[src/rtl/rv32i_pkg.sv]
// Shared RV32I integer-core constants used by the register file and its scoreboard.
package rv32i_pkg;

    localparam int XLEN           = 32;
    localparam int REG_COUNT      = 32;
    localparam int REG_ADDR_WIDTH = $clog2(REG_COUNT);
    localparam int BUSY_CNT_WIDTH = $clog2(REG_COUNT + 1);

endpackage

[src/rtl/rf_scoreboard.sv]
// Per-register busy scoreboard: tracks in-flight producers, gates WAW reservations
// and keeps an incrementally maintained count of busy registers.
module rf_scoreboard
    import rv32i_pkg::*;
#(
    parameter int NUM_WR         = 1,
    parameter int REG_COUNT      = rv32i_pkg::REG_COUNT,
    parameter int REG_ADDR_WIDTH = $clog2(REG_COUNT),
    parameter int CNT_WIDTH      = $clog2(REG_COUNT + 1)
) (
    input  logic                             clk,
    input  logic                             areset,
    input  logic [NUM_WR-1:0]                wr_en,
    input  logic [NUM_WR*REG_ADDR_WIDTH-1:0] wr_addr,
    input  logic                             issue_valid,
    input  logic [REG_ADDR_WIDTH-1:0]        issue_addr,
    output logic                             issue_ready,
    output logic [REG_COUNT-1:0]             busy,
    output logic [CNT_WIDTH-1:0]             busy_count
);

    localparam logic [REG_ADDR_WIDTH:0] REG_LIMIT = REG_COUNT[REG_ADDR_WIDTH:0];

    logic [REG_COUNT-1:0] busy_reg;
    logic [REG_COUNT-1:0] busy_next;
    logic [REG_COUNT-1:0] set_vec;
    logic [REG_COUNT-1:0] clr_vec;
    logic [CNT_WIDTH-1:0] count_reg;
    logic [CNT_WIDTH-1:0] count_next;
    logic                 issue_in_range;
    logic                 issue_accept;

    assign issue_in_range = ({1'b0, issue_addr} < REG_LIMIT);

    // A retiring write to the requested register frees it in the same cycle,
    // so the new reservation can take over without a bubble.
    assign issue_ready = (issue_addr == '0) || !issue_in_range ||
                         !busy_reg[issue_addr] || clr_vec[issue_addr];

    assign issue_accept = issue_valid && issue_ready && (issue_addr != '0) && issue_in_range;

    genvar gi, gj;
    generate
        for (gi = 0; gi < REG_COUNT; gi++) begin : g_reg
            logic [NUM_WR-1:0] port_hit;
            for (gj = 0; gj < NUM_WR; gj++) begin : g_port
                assign port_hit[gj] = wr_en[gj] &&
                    (wr_addr[gj*REG_ADDR_WIDTH +: REG_ADDR_WIDTH] == REG_ADDR_WIDTH'(gi));
            end
            assign clr_vec[gi]   = (gi != 0) && (|port_hit);
            assign set_vec[gi]   = (gi != 0) && issue_accept && (issue_addr == REG_ADDR_WIDTH'(gi));
            // Set beats clear: a new producer supersedes the one retiring.
            assign busy_next[gi] = set_vec[gi] | (busy_reg[gi] & ~clr_vec[gi]);
        end
    endgenerate

    always_comb begin
        count_next = count_reg;
        for (int r = 0; r < REG_COUNT; r++) begin
            if (busy_next[r] && !busy_reg[r]) begin
                count_next = count_next + CNT_WIDTH'(1);
            end else if (!busy_next[r] && busy_reg[r]) begin
                count_next = count_next - CNT_WIDTH'(1);
            end
        end
    end

    always_ff @(posedge clk or posedge areset) begin
        if (areset) begin
            busy_reg  <= '0;
            count_reg <= '0;
        end else begin
            busy_reg  <= busy_next;
            count_reg <= count_next;
        end
    end

    assign busy       = busy_reg;
    assign busy_count = count_reg;

endmodule

[src/rtl/register_file_mp.sv]
// Multi-port integer register file with asynchronous reads and a busy scoreboard.
// Define RF_BYPASS_EN to forward same-cycle writeback data onto matching read ports.
module register_file_mp
    import rv32i_pkg::*;
#(
    parameter int NUM_RD         = 2,
    parameter int NUM_WR         = 1,
    parameter int XLEN           = rv32i_pkg::XLEN,
    parameter int REG_COUNT      = rv32i_pkg::REG_COUNT,
    parameter int REG_ADDR_WIDTH = $clog2(REG_COUNT)
) (
    input  logic                             clk,
    input  logic                             areset,
    input  logic [NUM_RD*REG_ADDR_WIDTH-1:0] rd_addr,
    output logic [NUM_RD*XLEN-1:0]           rdata,
    output logic [NUM_RD-1:0]                rbusy,
    input  logic [NUM_WR-1:0]                wr_en,
    input  logic [NUM_WR*REG_ADDR_WIDTH-1:0] wr_addr,
    input  logic [NUM_WR*XLEN-1:0]           wdata,
    input  logic                             issue_valid,
    input  logic [REG_ADDR_WIDTH-1:0]        issue_addr,
    output logic                             issue_ready,
    output logic [$clog2(REG_COUNT+1)-1:0]   busy_count
);

    localparam int CNT_WIDTH = $clog2(REG_COUNT + 1);
    localparam logic [REG_ADDR_WIDTH:0] REG_LIMIT = REG_COUNT[REG_ADDR_WIDTH:0];

    logic [XLEN-1:0]      gp_reg [REG_COUNT];
    logic [REG_COUNT-1:0] busy;

    rf_scoreboard #(
        .NUM_WR        (NUM_WR),
        .REG_COUNT     (REG_COUNT),
        .REG_ADDR_WIDTH(REG_ADDR_WIDTH),
        .CNT_WIDTH     (CNT_WIDTH)
    ) u_scoreboard (
        .clk        (clk),
        .areset     (areset),
        .wr_en      (wr_en),
        .wr_addr    (wr_addr),
        .issue_valid(issue_valid),
        .issue_addr (issue_addr),
        .issue_ready(issue_ready),
        .busy       (busy),
        .busy_count (busy_count)
    );

    // Ports are visited in ascending order so the highest index lands last.
    always_ff @(posedge clk or posedge areset) begin
        if (areset) begin
            for (int r = 0; r < REG_COUNT; r++) begin
                gp_reg[r] <= '0;
            end
        end else begin
            for (int p = 0; p < NUM_WR; p++) begin
                if (wr_en[p] && (wr_addr[p*REG_ADDR_WIDTH +: REG_ADDR_WIDTH] != '0) &&
                    ({1'b0, wr_addr[p*REG_ADDR_WIDTH +: REG_ADDR_WIDTH]} < REG_LIMIT)) begin
                    gp_reg[wr_addr[p*REG_ADDR_WIDTH +: REG_ADDR_WIDTH]] <= wdata[p*XLEN +: XLEN];
                end
            end
        end
    end

    genvar gi;
    generate
        for (gi = 0; gi < NUM_RD; gi++) begin : g_rd
            logic [REG_ADDR_WIDTH-1:0] addr;
            logic                      addr_ok;
            logic [XLEN-1:0]           rdata_k;
            logic                      rbusy_k;

            assign addr    = rd_addr[gi*REG_ADDR_WIDTH +: REG_ADDR_WIDTH];
            assign addr_ok = (addr != '0) && ({1'b0, addr} < REG_LIMIT);

            always_comb begin
                rdata_k = '0;
                rbusy_k = 1'b0;
                if (addr_ok) begin
                    rdata_k = gp_reg[addr];
                    rbusy_k = busy[addr];
                end
`ifdef RF_BYPASS_EN
                for (int p = 0; p < NUM_WR; p++) begin
                    if (!areset && addr_ok && wr_en[p] &&
                        (wr_addr[p*REG_ADDR_WIDTH +: REG_ADDR_WIDTH] == addr)) begin
                        rdata_k = wdata[p*XLEN +: XLEN];
                        rbusy_k = 1'b0;
                    end
                end
`endif
            end

            assign rdata[gi*XLEN +: XLEN] = rdata_k;
            assign rbusy[gi]              = rbusy_k;
        end
    endgenerate

endmodule

[config.mk]
export PLATFORM = sky130hd
export DESIGN_NAME = register_file_mp
export DESIGN_NICKNAME = d
export VERILOG_FILES = /design/src/rtl/rv32i_pkg.sv /design/src/rtl/rf_scoreboard.sv /design/src/rtl/register_file_mp.sv
export SDC_FILE = /design/constraint.sdc
export NUM_CORES = 2
export LEC_CHECK = 0
export CORE_UTILIZATION = 60
export CTS_CLUSTER_SIZE = 8
export DETAILED_ROUTE_END_ITERATION = 16
export GPL_ROUTABILITY_DRIVEN = 0
export PLACE_DENSITY_LB_ADDON = 0.15
export SLEW_MARGIN = 30
export SYNTH_ARGS = -nofsm -noshare
export SYNTH_HDL_FRONTEND = slang
export SYNTH_SLANG_ARGS = --single-unit
[constraint.sdc]
create_clock -name clk -period 40.9 [get_ports clk]
set_clock_uncertainty 0.15 [all_clocks]
set_input_delay 8.18 -clock clk [delete_from_list [all_inputs] [get_ports clk]]
set_output_delay 8.18 -clock clk [all_outputs]
set_load 0.01 [all_outputs]
# ---- Yosys cells after proc, flatten, opt, wreduce, memory -nomap -nowiden
# Index checks and enable logic that the tools add are counted.
dict set report totals {
  in_bits 56
  output_inout_bits 73
  reg_bits 1061
  wordCells 542
}
dict set report classes {
  n_lt_le_gt_ge 7
  reduce_logical 198
  addsub 62
  muxes 83
  eq_ne 62
  bitwise 96
}
# operator n
set ops {}
lappend ops {{$bwmux W1024} 1}
lappend ops {{$mux W6} 62}
lappend ops {{$bmux W32 S5} 2}
lappend ops {{$mux W32} 7}
lappend ops {{$add A6 B1 Y6 const B} 31}
lappend ops {{$sub A6 B1 Y6 const B} 31}
lappend ops {{$demux W32 S5} 1}
lappend ops {{$eq A5 B5 Y1 const B} 32}
lappend ops {{$logic_and A1 B1 Y1} 128}
lappend ops {{$eq A5 B4 Y1 const B} 16}
lappend ops {{$logic_not A1 Y1} 63}
lappend ops {{$eq A5 B3 Y1 const B} 8}
lappend ops {{$and A1 B1 Y1} 31}
lappend ops {{$not A1 Y1} 31}
lappend ops {{$or A1 B1 Y1} 31}
lappend ops {{$bmux W1 S5} 4}
lappend ops {{$eq A5 B2 Y1 const B} 4}
lappend ops {{$reduce_bool A5 Y1} 4}
lappend ops {{$ge A6 B6 Y1 const B} 3}
lappend ops {{$lt A5 B6 Y1 const B} 3}
lappend ops {{$not A5 Y6} 3}
lappend ops {{$eq A5 B1 Y1 const B} 2}
lappend ops {{$lt A6 B1 Y1 const B} 1}
lappend ops {{$mux W1} 6}
lappend ops {{other kinds (2)} 3}

# ---- Longest topological paths before layout
dict set report depth {
  ltp_word 103
  ltp_mapped 140
}

# ---- By module
# From an unflattened synthesis, not the netlist that was laid out.
dict set report unflattened {
  cells_unflattened 5139
  area_unflattened_um2 65754.3
}
# mod area_per_inst_um2 n_inst cells_per_inst
set modules_own_cells {}
lappend modules_own_cells {register_file_mp 54967.7 1 3741}
lappend modules_own_cells {rf_scoreboard 10786.6 1 1398}

# ---- Least setup slack after synthesis
# OpenSTA, ideal clock, no wires.
dict set report synth_path {
  path_kind {input to register}
  start {input issue_addr[1]}
  end {register u_scoreboard.count_reg[5] (netlist: u_scoreboard.busy_count[5])}
  cell_stages 126
  t_arrival_ns 33.104
  path_slack_ns 7.566
  required_ns 40.670
  n_path_buf 2
  setup_ns 0.080
  cell_sequence {or4b_1 -> clkbuf_1 -> or3_1 -> o21ai_1 -> xnor2_2 -> inv_1 -> ha_1 -> clkdlybuf4s25_2 -> o32ai_2 -> inv_1 -> ha_1 -> a211oi_1 -> a31o_2 -> ha_1 -> or2_2 -> mux2i_1 -> a2111oi_0 -> nor2_1 -> [... 90 more ...] -> nand2_1 -> inv_1 -> ha_1 -> nor2_1 -> a22o_1 -> ha_1 -> nand2_1 -> o211ai_1 -> o21ai_1 -> ha_1 -> a21oi_1 -> a22oi_1 -> ha_1 -> o31a_1 -> nor4b_1 -> nand2b_1 -> mux2i_1 -> xnor2_1}
}
dict set report synth_via {
  elab_chain_cells 103
}
# element line
set synth_lines {}
lappend synth_lines {{start: declaration} register_file_mp.sv:21} ;# input logic [REG_ADDR_WIDTH-1:0] issue_addr,
lappend synth_lines {{$bmux W1 S5} rf_scoreboard.sv:38} ;# !busy_reg[issue_addr] || clr_vec[issue_addr];
lappend synth_lines {{$mux W1 (implied by the code)} rf_scoreboard.sv:38}
lappend synth_lines {{$logic_not A1 Y1} rf_scoreboard.sv:38}
lappend synth_lines {{$logic_or A1 B1 Y1} rf_scoreboard.sv:37} ;# assign issue_ready = (issue_addr == '0) || !issue_in_range ||
lappend synth_lines {{$logic_or A1 B1 Y1} rf_scoreboard.sv:38}
lappend synth_lines {{$logic_and A1 B1 Y1 (2 in a row)} rf_scoreboard.sv:40} ;# assign issue_accept = issue_valid && issue_ready && (issue_addr != '0) && issue_in_range;
lappend synth_lines {{$logic_and A1 B1 Y1} rf_scoreboard.sv:51} ;# assign set_vec[gi] = (gi != 0) && issue_accept && (issue_addr == REG_ADDR_WIDTH'(gi));
lappend synth_lines {{$or A1 B1 Y1} rf_scoreboard.sv:53} ;# assign busy_next[gi] = set_vec[gi] | (busy_reg[gi] & ~clr_vec[gi]);
lappend synth_lines {{[... 87 more ...]} --}
lappend synth_lines {{$mux W6} rf_scoreboard.sv:60} ;# if (busy_next[r] && !busy_reg[r]) begin
lappend synth_lines {{$sub A6 B1 Y6} rf_scoreboard.sv:63} ;# count_next = count_next - CNT_WIDTH'(1);
lappend synth_lines {{$mux W6} rf_scoreboard.sv:62} ;# end else if (!busy_next[r] && busy_reg[r]) begin
lappend synth_lines {{$mux W6} rf_scoreboard.sv:60}
lappend synth_lines {{$sub A6 B1 Y6} rf_scoreboard.sv:63}
lappend synth_lines {{$mux W6} rf_scoreboard.sv:62}
lappend synth_lines {{$mux W6 *} rf_scoreboard.sv:60}
lappend synth_lines {{via u_scoreboard.count_next[5]} rf_scoreboard.sv:29} ;# logic [CNT_WIDTH-1:0] count_next;
lappend synth_lines {{end signal: assignment} rf_scoreboard.sv:74} ;# count_reg <= count_next;
lappend synth_lines {{end: declaration} rf_scoreboard.sv:28} ;# logic [CNT_WIDTH-1:0] count_reg;
# Mark *: on every way through the listed nets, which the timed path passes. The rest lies on a longest branch. The select of a mux whose other input is x is not followed.
# A chain may end at the register's enable or synchronous reset.

# ---- Worst setup path in the final report
# Ends and elaborated chain as after synthesis.

==> reports/results.ini <==
[floorplanning]
core-area_um2 = 107000
die_h_um = 331
fp-row-count = 120
initial_core_util = 0.606
die_area_um2 = 110000
die_x_um = 331
num_io_pins = 129

[critical_path]
crit_start = issue_addr[1]
cp.arrival_ns = 37.95
cpMostUsedCell = ha_1
worstSetupPathType = in2reg
rrSetupSlack_ns = 11.87
r2r_cells = 119
timing.rr.end = u_scoreboard.busy_count[5]
required_ns = 41.45
cpPeakStageDelay_ns = 0.91
crit_fanout = 25
end_kind = flop
r2r-start = u_scoreboard.busy_count[0]
startpoint_type = input pin
cp_slowest_cell = clkdlybuf4s50_1

[final_layout]
fillCellCount = 7834
syn_to_final_growth_pct = 9.58
final_cell_count_no_fill = 6631
largest_reg_flops = 1024
finalInstanceArea_um2 = 71200
final_net_count = 5323
layout-drive-gt1-share = 0.343

[clock_network]
cts_resized = 0
numCtsBuffers = 151
clock_sinks = 1061
htreeDepth = 4
post-cts-setup-buffers = 0
ctsHoldBuffers = 0
cts_tree = done
cts-root-buf = clkbuf_16
ctsLongestPathBuffers = 3
clkTransAtPathRegs_ns = 0.05
insertion_delay_ns = 0.77

[timing]
post-route-min-period_ns = 37.40
drv_slew = 0
hold_viol_final = 0
relSlewSlack = 0.295
tightestPinTransition_ns = 1.06
fmax_ghz = 0.0267
setup_viol = 0
fin_tns_setup_ns = 0
rsz0062_at_grt = false
fin_crit_sh = 0.914

[route]
wl_per_cell_um = 29.3
first_pass_iters = 6
first_iter_violations = 4926
num_vias = 46400
drc = 0
avgViaCountPerCell = 6.99
ant_nets = 0
finalWirelength_um = 194000

[worst_hold_path]
min_from = gp_reg[1008]
holdPathStages = 0
min_path_type = reg2reg
min_to = gp_reg[1008]

[synthesis]
synth_edf_count = 0
syn-instance-count = 5305
synth.distinct_cells = 96
async_reset_ff_frac = 1.00
avgSynthCellArea_um2 = 12.2
netlist_area_um2 = 64900
syn_nets = 5422
yosysWarnings = 0
synthFlopType = dfrtp_1
ys_seq_area_frac = 0.409
synth-seq-cells = 1061

[job]
max_cap_violations = 0

[placed_design]
numPortBuffers = 128
place_area_um2 = 67100
placed_cells = 6453
hpwl_um = 109000

[global_route]
grt_pass1_wl_um = 296000
overflow = 0
grt_max_degree = 113
track_usage = 0.366
grt_pass1_vias = 46900
antenna_found_initial = 6

[run_status]
outcome = finished, final reports clean

==> kinds of logic (layout without fill, tap and decap cells) <==
group | count (synthesis) | in the layout | share of synthesized area
and+or+nand+nor | 1624 | 1624 | 0.107
muxes | 1467 | 1467 | 0.368
DFF | 1061 | 1061 | 0.409
buffers and inverters | 543 | 462 | 0.0318
AOI/OAI and AO/OA | 354 | 354 | 0.0375
xor gates and xnor gates | 195 | 195 | 0.0353
adders and majority gates | 61 | 61 | 0.0118
other | 0 | 4 | 0
==> routing by layer <==
| layer | vias up | part of all wire | track usage |
|---|---|---|---|
| li1 | 19300 | - | - |
| met1 | 24100 | 0.40 | 0.522 |
| met2 | 2496 | 0.46 | 0.554 |
| met3 | 541 | 0.10 | 0.0776 |
| met4 | 4 | 0.044 | 0.150 |
| met5 | - | 0.00014 | 0 |
==> how the worst max path moves through the flow <==
stage,end,slack [ns],cells after the start
2_1_floorplan,gp_reg[0],2.70,1
3_3_place_gp,u_scoreboard.busy_count[5],4.28,126
3_5_place_dp,u_scoreboard.busy_count[5],3.26,126
4_1_cts,u_scoreboard.busy_count[5],3.97,126
5_1_grt,u_scoreboard.busy_count[5],1.16,128
6_report,u_scoreboard.busy_count[5],3.50,120
==> Yosys cell counts (11+ instances only) <==
cell      instances  area, µm²
ha_1             61        763
inv_1            71        267
nor2b_1          25        156
nor3b_1          12       90.1
or3_1            19        119
a31oi_1          19        119
a22oi_1          11       82.6
clkbuf_1        391       1470
mux4_2          665      15000
nand3_1          56        280
nand2_1        1041       3910
a21oi_1          59        295
nor2_1          240        901
buf_1            64        240
nand2b_1         22        138
xnor2_1          93        815
and2_1           15       93.8
nand3b_1         13       97.6
xor2_2           11        179
xnor2_2          13        211
xor2_1           54        473
dfrtp_1        1061      26600
a211oi_1         12       90.1
o211ai_1         20        150
nor3_1           62        310
o21ai_0          81        405
a21o_1           12       90.1
mux2i_1          94        941
or2_2            16        100
nand4_1          22        138
and3_1           24        150
nor4_1           22        138
mux2_2          707       7960
==> through the flow <==
| stage | utilization | worst slack [ns] | hold slack (ns) |
|---|---|---|---|
| after detailed placement | 0.626 | 3.26 | 0.234 |
| after global routing | 0.664 | 1.16 | 0.253 |
| final | 0.664 | 3.50 | 0.245 |
| after floorplan | - | 2.70 | 0.291 |
| after CTS | 0.664 | 3.97 | 0.244 |
| after global placement | 0.626 | 4.28 | 0.226 |
==> layout make-up <==
class | count | area [µm²] | share of cell area
multi-input combinational | 3701 | 36600 | 0.514
sequential | 1061 | 26600 | 0.373
clock buffer | 157 | 3880 | 0.0546
timing repair buffer | 216 | 1910 | 0.0269
tap | 1403 | 1760 | 0.0247
inverter | 75 | 289 | 0.00406
clock inverter | 14 | 208 | 0.00292
antenna | 4 | 10.0 | 0.000141
==> worst max-delay path: cells and delay by family <==
family	cells	cell delay (ns)
AND/OR/NAND/NOR	21	4.27
buffers and inverters	11	2.48
XOR/XNOR	1	0.13
adder cells (fa/ha/maj)	29	9.81
AO/OA/AOI/OAI	55	12.62
multiplexers	3	0.41
==> placed cells by master, fill, tap and decap left out, types with 21 or more instances in the layout <==
cell / n
nand3_1: 56
mux2_2: 707
and3_1: 24
buf_4: 79
o21ai_0: 81
nor2b_1: 25
clkbuf_16: 154
inv_1: 70
clkdlybuf4s50_1: 85
nor2_1: 219
mux2i_1: 94
ha_1: 61
dfrtp_1: 1061
nor2_4: 21
nand2b_1: 22
a21oi_1: 59
nor3_1: 61
nand4_1: 22
xor2_1: 54
nand2_1: 1028
mux4_2: 665
xnor2_1: 93
buf_2: 33
Power is not shown: default switching activity piles up to over one toggle a cycle in this logic, so the estimate is an artifact.
